[src/rtl/fir_filter_param.sv]
// rtl/fir_filter_param.sv - parametrised direct-form FIR with runtime coefficients,
// 3-stage pipeline (multiply, sum/integrate, round/saturate) and optional integrator.
module fir_filter_param #(
  parameter int DATA_W    = 8,
  parameter int COEF_W    = 8,
  parameter int TAPS      = 4,
  parameter int OUT_SHIFT = 8,
  parameter int ACC_W     = 24,
  parameter logic [TAPS*COEF_W-1:0] COEF_INIT = 32'h3C44443C,
  localparam int AW = (TAPS > 1) ? $clog2(TAPS) : 1
) (
  input  logic              clk,
  input  logic              reset,
  input  logic              i_in_valid,
  input  logic [DATA_W-1:0] i_in_data,
  input  logic              i_clear,
  input  logic              i_mode,
  input  logic              i_coef_we,
  input  logic [AW-1:0]     i_coef_addr,
  input  logic [COEF_W-1:0] i_coef_wdata,
  output logic              o_out_valid,
  output logic [DATA_W-1:0] o_out_data,
  output logic              o_ovf
);

  localparam int PW  = DATA_W + COEF_W;
  localparam int SW  = PW + $clog2(TAPS);
  localparam int AEW = ACC_W + 1;
  localparam logic [AEW-1:0] RND = (AEW'(1) << OUT_SHIFT) >> 1;

  logic [DATA_W-1:0] r_x      [TAPS];
  logic [COEF_W-1:0] r_coef   [TAPS];
  logic [COEF_W-1:0] r_coef_s [TAPS];
  logic [PW-1:0]     r_p      [TAPS];
  logic              r_v0, r_v1, r_v2;
  logic [ACC_W-1:0]  r_acc, r_res;
  logic              r_sat2;

  logic [SW-1:0]     w_sum;
  logic [AEW-1:0]    w_acc_ext;
  logic [ACC_W-1:0]  w_acc_next;
  logic [ACC_W-1:0]  w_res;
  logic              w_sat;
  logic [AEW-1:0]    w_t;
  logic              w_t_ovf;
  logic              w_addr_ok;

  always_comb begin
    w_sum = '0;
    for (int k = 0; k < TAPS; k++) begin
      w_sum = w_sum + SW'(r_p[k]);
    end
  end

  // Integrator clamps at all-ones instead of wrapping.
  assign w_acc_ext  = {1'b0, r_acc} + AEW'(w_sum);
  assign w_acc_next = w_acc_ext[ACC_W] ? '1 : w_acc_ext[ACC_W-1:0];
  assign w_res      = i_mode ? w_acc_next : ACC_W'(w_sum);
  assign w_sat      = i_mode & (&w_acc_next);

  assign w_t       = (AEW'(r_res) + RND) >> OUT_SHIFT;
  assign w_t_ovf   = |w_t[AEW-1:DATA_W];
  assign w_addr_ok = {1'b0, i_coef_addr} < (AW+1)'(TAPS);

  always_ff @(posedge clk or posedge reset) begin
    if (reset) begin
      for (int k = 0; k < TAPS; k++) begin
        r_coef[k] <= COEF_INIT[k*COEF_W +: COEF_W];
      end
    end else if (i_coef_we && w_addr_ok) begin
      r_coef[i_coef_addr] <= i_coef_wdata;
    end
  end

  // Coefficients are snapshotted with each accepted sample so a same-cycle
  // write only affects later samples.
  always_ff @(posedge clk or posedge reset) begin
    if (reset) begin
      for (int k = 0; k < TAPS; k++) begin
        r_x[k]      <= '0;
        r_coef_s[k] <= COEF_INIT[k*COEF_W +: COEF_W];
        r_p[k]      <= '0;
      end
      r_v0        <= 1'b0;
      r_v1        <= 1'b0;
      r_v2        <= 1'b0;
      r_acc       <= '0;
      r_res       <= '0;
      r_sat2      <= 1'b0;
      o_out_valid <= 1'b0;
      o_out_data  <= '0;
      o_ovf       <= 1'b0;
    end else if (i_clear) begin
      for (int k = 0; k < TAPS; k++) begin
        r_x[k] <= '0;
      end
      r_v0        <= 1'b0;
      r_v1        <= 1'b0;
      r_v2        <= 1'b0;
      r_acc       <= '0;
      o_out_valid <= 1'b0;
    end else begin
      r_v0 <= i_in_valid;
      if (i_in_valid) begin
        r_x[0] <= i_in_data;
        for (int k = 1; k < TAPS; k++) begin
          r_x[k] <= r_x[k-1];
        end
        for (int k = 0; k < TAPS; k++) begin
          r_coef_s[k] <= r_coef[k];
        end
      end

      r_v1 <= r_v0;
      if (r_v0) begin
        for (int k = 0; k < TAPS; k++) begin
          r_p[k] <= PW'(r_coef_s[k]) * PW'(r_x[k]);
        end
      end

      r_v2 <= r_v1;
      if (r_v1) begin
        r_res  <= w_res;
        r_sat2 <= w_sat;
        if (i_mode) begin
          r_acc <= w_acc_next;
        end
      end

      o_out_valid <= r_v2;
      if (r_v2) begin
        o_out_data <= w_t_ovf ? '1 : w_t[DATA_W-1:0];
        o_ovf      <= w_t_ovf | r_sat2;
      end
    end
  end

endmodule

[config.mk]
export PLATFORM = sky130hd
export DESIGN_NAME = fir_filter_param
export DESIGN_NICKNAME = d
export VERILOG_FILES = /design/src/rtl/fir_filter_param.sv
export SDC_FILE = /design/constraint.sdc
export NUM_CORES = 1
export LEC_CHECK = 0
export ABC_AREA = 1
export ABC_CLOCK_PERIOD_IN_PS = 8820
export CORE_MARGIN = 2
export CORE_UTILIZATION = 35
export DETAILED_ROUTE_END_ITERATION = 16
export HOLD_SLACK_MARGIN = 0.12
export PLACE_DENSITY_LB_ADDON = 0.08
export SYNTH_ARGS = -nofsm -noshare
export SYNTH_HDL_FRONTEND = slang
export SYNTH_SLANG_ARGS = --single-unit
export TNS_END_PERCENT = 50
[constraint.sdc]
create_clock -name clk -period 8.82 [get_ports clk]
set_clock_uncertainty 0.05 [all_clocks]
set_input_delay 1.764 -clock clk [delete_from_list [all_inputs] [get_ports clk]]
set_output_delay 1.764 -clock clk [all_outputs]
set_load 0.1 [all_outputs]
==> impl_metrics.toml <==
[floorplanning]
die-width_um = 244
rows = 88
io_pins = 34
die_h_um = 244
start_util_pct = 35.2
placeableCoreArea_um2 = 57400
die-area_um2 = 59600

[pwr]
net_sw_share_pct = 39.4
power_report.internal_total_mw = 2.32
power-per-cell-area_nw_per_um2 = 172
sequentialPowerShare_pct = 33.8
p_switching_mw = 1.51
comb_power_share_pct = 33.6
total_leakage_power_nw = 12.5
clockPowerShare_pct = 32.6
worst_vdd_rail_ir_drop_v = 0.000171

[finish]
layout.cell_area.non_filler_um2 = 22200
finish.cell_count_without_fillers = 3439
antenna_cells_inserted = 0
multi_input_comb_area_um2 = 12100
synthToLayoutAreaGrowth_pct = 9.74
share_of_the_core_filled_with_cells_pct = 38.6
layout.filler_cells = 6074
seq_area_um2 = 5410
num-nets-final = 3035
drive_gt1_share_pct = 4.79

[clocking]
ctsRootBufferMaster = "sky130_fd_sc_hd__clkbuf_16"
cts_max_path_buffers = 3
clock_sinks = 215
cts_tree = "done"
worstSkewPairLatency_ns = 0.56
numCtsBuffers = 28
clkTransAtPathRegs_ns = 0.06
cts_setup_buffers = 0
cts.repair.resized = 0
cts.hold.buffers_added = 0
clock_tree.htree_level_count = 1

[synthesis]
muxShareOfSynthArea_pct = 0
synthTopCellsByArea = "sky130_fd_sc_hd__dfrtp_1 24%, sky130_fd_sc_hd__fa_1 18%, sky130_fd_sc_hd__nand2_1 15%"
synth-adder-area-share_pct = 28.8
synthesis.yosys.warnings = 0
post_synth_instance_area_um2 = 20200
synth_simple_gate_area_share_pct = 21.7
synth.largest_area_cell = "sky130_fd_sc_hd__dfrtp_1"
yosys.cell_types.count = 43
postSynthRegisterBits = 215
syn_inst = 2685
mean_instance_size_in_the_synthesized_netlist_um2 = 7.52
netlist.area_leader.share_pct = 23.7
sequential_area_share_after_synthesis_pct = 26.8
compound_gate_fraction_of_synth_area_pct = 8.03
synth_top_family_by_area = "adder cells"
syn-num-nets = 3068
post_synth_xor_area_fraction_pct = 1.47

[place]
placement.cell_area_um2 = 21200
routabilityCongestion = 0.904
port_buffers = 33
numPlacedInstances = 3387
final_hpwl_from_detailed_placement_um = 44900

[worst_setup_path]
type_of_destination_of_the_critical_path = "flip-flop"
start_kind = "flip-flop"
worst_path_largest_cell_delay_ns = 0.58
worstSetupPathType = "reg -> reg"
cp_data_required_time_ns = 9.21
crit_path_max_fanout = 17
cp_common_cell = "sky130_fd_sc_hd__nand2_1"
cp_slowest_cell = "sky130_fd_sc_hd__fa_1"
arrival_ns = 5.54

[routing]
dr_drc_count = 0
antenna_violating_nets_post_route = 0
routed-via-count = 15900
drt_wl_total_um = 55200
per_cell_routed_wire_length_um = 16.1
routed_via_density = 4.64
first_iter_violations = 753
drtPass1Iterations = 5

[timing]
setup_viol_count_final = 0
final-hold-violation-count = 0
min_period_ns = 5.15
max_freq_ghz = 0.194
timing_max_transition_violations_final = 0
worst_slew_slack_as_a_fraction_of_its_limit_pct = 24.5
tightestPinTransition_ns = 1.13
timing.hold.ws_ns = 0.414
setup_repair_after_global_routing_missed_its_margin = "false"
setup_total_negative_slack_ns = 0
final.period_utilization_pct = 58.4

[global_route]
grt_max_degree = 77
grt_antenna_before_repair = 0
grt_overflow_total = 0
grtUsageTotal_pct = 19.0
grt_pass1_vias = 16500
grt_pass1_wl_um = 90100

[worst_hold_path]
holdCritPathClass = "reg -> reg"

[job]
timing.max_cap.violations = 0

[outcome]
outcome = "finished, final reports clean"
[synth_stat cells]
library cell,count
sky130_fd_sc_hd__a31oi_1,10
sky130_fd_sc_hd__o21ai_1,2
sky130_fd_sc_hd__or2_2,16
sky130_fd_sc_hd__a31o_2,1
sky130_fd_sc_hd__nand4_1,21
sky130_fd_sc_hd__o21ai_0,162
sky130_fd_sc_hd__ha_1,182
sky130_fd_sc_hd__a21o_1,8
sky130_fd_sc_hd__dfstp_2,24
sky130_fd_sc_hd__nor3_1,4
sky130_fd_sc_hd__a21boi_1,1
sky130_fd_sc_hd__o211ai_1,5
sky130_fd_sc_hd__nor2_4,3
sky130_fd_sc_hd__nand3b_1,4
sky130_fd_sc_hd__o2111ai_2,1
sky130_fd_sc_hd__xor2_1,21
sky130_fd_sc_hd__o22ai_1,27
sky130_fd_sc_hd__nand3_1,105
sky130_fd_sc_hd__or2_1,1
sky130_fd_sc_hd__inv_1,598
sky130_fd_sc_hd__nor3_4,1
sky130_fd_sc_hd__buf_1,1
sky130_fd_sc_hd__and2_1,2
sky130_fd_sc_hd__nand3_4,1
sky130_fd_sc_hd__fa_1,177
sky130_fd_sc_hd__nor2_2,4
sky130_fd_sc_hd__buf_6,2
sky130_fd_sc_hd__nand3_2,2
sky130_fd_sc_hd__a221o_1,1
sky130_fd_sc_hd__o31ai_1,2
sky130_fd_sc_hd__a211oi_1,1
sky130_fd_sc_hd__a21boi_0,2
sky130_fd_sc_hd__a21oi_2,1
sky130_fd_sc_hd__nor2_1,117
sky130_fd_sc_hd__inv_2,3
sky130_fd_sc_hd__dfrtp_1,191
sky130_fd_sc_hd__nand2_2,11
sky130_fd_sc_hd__o21bai_1,8
sky130_fd_sc_hd__clkbuf_1,101
sky130_fd_sc_hd__xnor2_1,13
sky130_fd_sc_hd__clkinv_1,1
sky130_fd_sc_hd__nand2_1,782
sky130_fd_sc_hd__a21oi_1,65
[metal layers]
layer | GRT usage (%) | vias to the layer above | part of all wire [%] | routed length (um)
li1 | - | 8053 | - | -
met1 | 25.3 | 7638 | 47 | 25900
met2 | 33.5 | 193 | 49 | 26900
met3 | 1.85 | 59 | 2.5 | 1360
met4 | 3.60 | 0 | 2.0 | 1090
met5 | 0 | - | 0 | 0
[flip-flops by register name, summed over array words and instances, names as in the netlist]
name / flops
o_out_data: 8
o_ovf: 1
r_res: 17
r_acc: 24
r_v1: 1
o_out_valid: 1
r_coef_s: 32
r_v2: 1
r_p: 64
r_x: 32
r_sat2: 1
r_v0: 1
r_coef: 32
[worst paths after layout]
path	start	depth (start not counted)	endpoint	slack, ns
max	r_p[1]	31	r_sat2	3.67
min	r_coef[10]	2	r_coef_s[10]	0.41
max reg2reg	r_p[1]	31	r_sat2	3.67
min reg2reg	r_coef[10]	2	r_coef_s[10]	0.41
max in group asynchronous	reset	3	r_coef_s[13]	5.70
min in group asynchronous	reset	2	r_acc[4]	1.64
[critical path: cells and delay by family (launching register included)]
family                   cells  cell delay, ns
AO/OA/AOI/OAI                1            0.24
XOR/XNOR                     1            0.30
adder cells (fa/ha/maj)      5            1.85
buffers and inverters        6            0.33
flip-flops                   1            0.32
AND/OR/NAND/NOR             18            1.92
[through the flow]
| step | setup WS, ns | power, mW |
|---|---|---|
| 2_1_floorplan | 1.17 | 2.19 |
| 3_3_place_gp | 3.69 | 2.60 |
| 3_5_place_dp | 3.64 | 2.60 |
| 5_1_grt | 3.16 | 4.09 |
| 4_1_cts | 3.64 | 3.88 |
| 6_report | 3.67 | 3.82 |
[kinds of logic (layout without fill, tap and decap cells)]
kind of cell    count (synthesis)  after routing
simple gates                 1074           1074
buf+inv                       706            695
fa+ha+maj                     359            359
compound gates                297            297
flops                         215            215
xor+xnor                       34             34
[cell type report]
type	instances	area share, %
clock inverter	14	0.881
timing repair buffer	41	1.76
clock buffer	38	3.70
sequential	215	24.4
inverter	602	10.2
multi-input combinational	1764	54.7
tap	765	4.32
[power by group through the flow]
stage	Clock, mW	Combinational (mW)	Sequential, mW
final	1.25	1.28	1.29
after detailed placement	0	1.29	1.31
after CTS	1.28	1.30	1.29
after global routing	1.32	1.45	1.31
after floorplan	0	0.892	1.30
after global placement	0	1.29	1.31
[cell usage in the layout (no fill, tap or decap), types with 6 or more instances in the layout]
master / n
sky130_fd_sc_hd__a21o_1: 8
sky130_fd_sc_hd__a21oi_1: 65
sky130_fd_sc_hd__a31oi_1: 10
sky130_fd_sc_hd__buf_4: 8
sky130_fd_sc_hd__clkbuf_16: 29
sky130_fd_sc_hd__clkbuf_8: 6
sky130_fd_sc_hd__clkdlybuf4s50_1: 33
sky130_fd_sc_hd__dfrtp_1: 191
sky130_fd_sc_hd__dfstp_2: 24
sky130_fd_sc_hd__fa_1: 177
sky130_fd_sc_hd__ha_1: 182
sky130_fd_sc_hd__inv_1: 596
sky130_fd_sc_hd__nand2_1: 782
sky130_fd_sc_hd__nand2_2: 11
sky130_fd_sc_hd__nand3_1: 105
sky130_fd_sc_hd__nand4_1: 21
sky130_fd_sc_hd__nor2_1: 116
sky130_fd_sc_hd__o21ai_0: 162
sky130_fd_sc_hd__o21bai_1: 8
sky130_fd_sc_hd__o22ai_1: 27
sky130_fd_sc_hd__or2_2: 16
sky130_fd_sc_hd__xnor2_1: 13
sky130_fd_sc_hd__xor2_1: 21
Note: power is estimated with default switching activity, not from simulation.
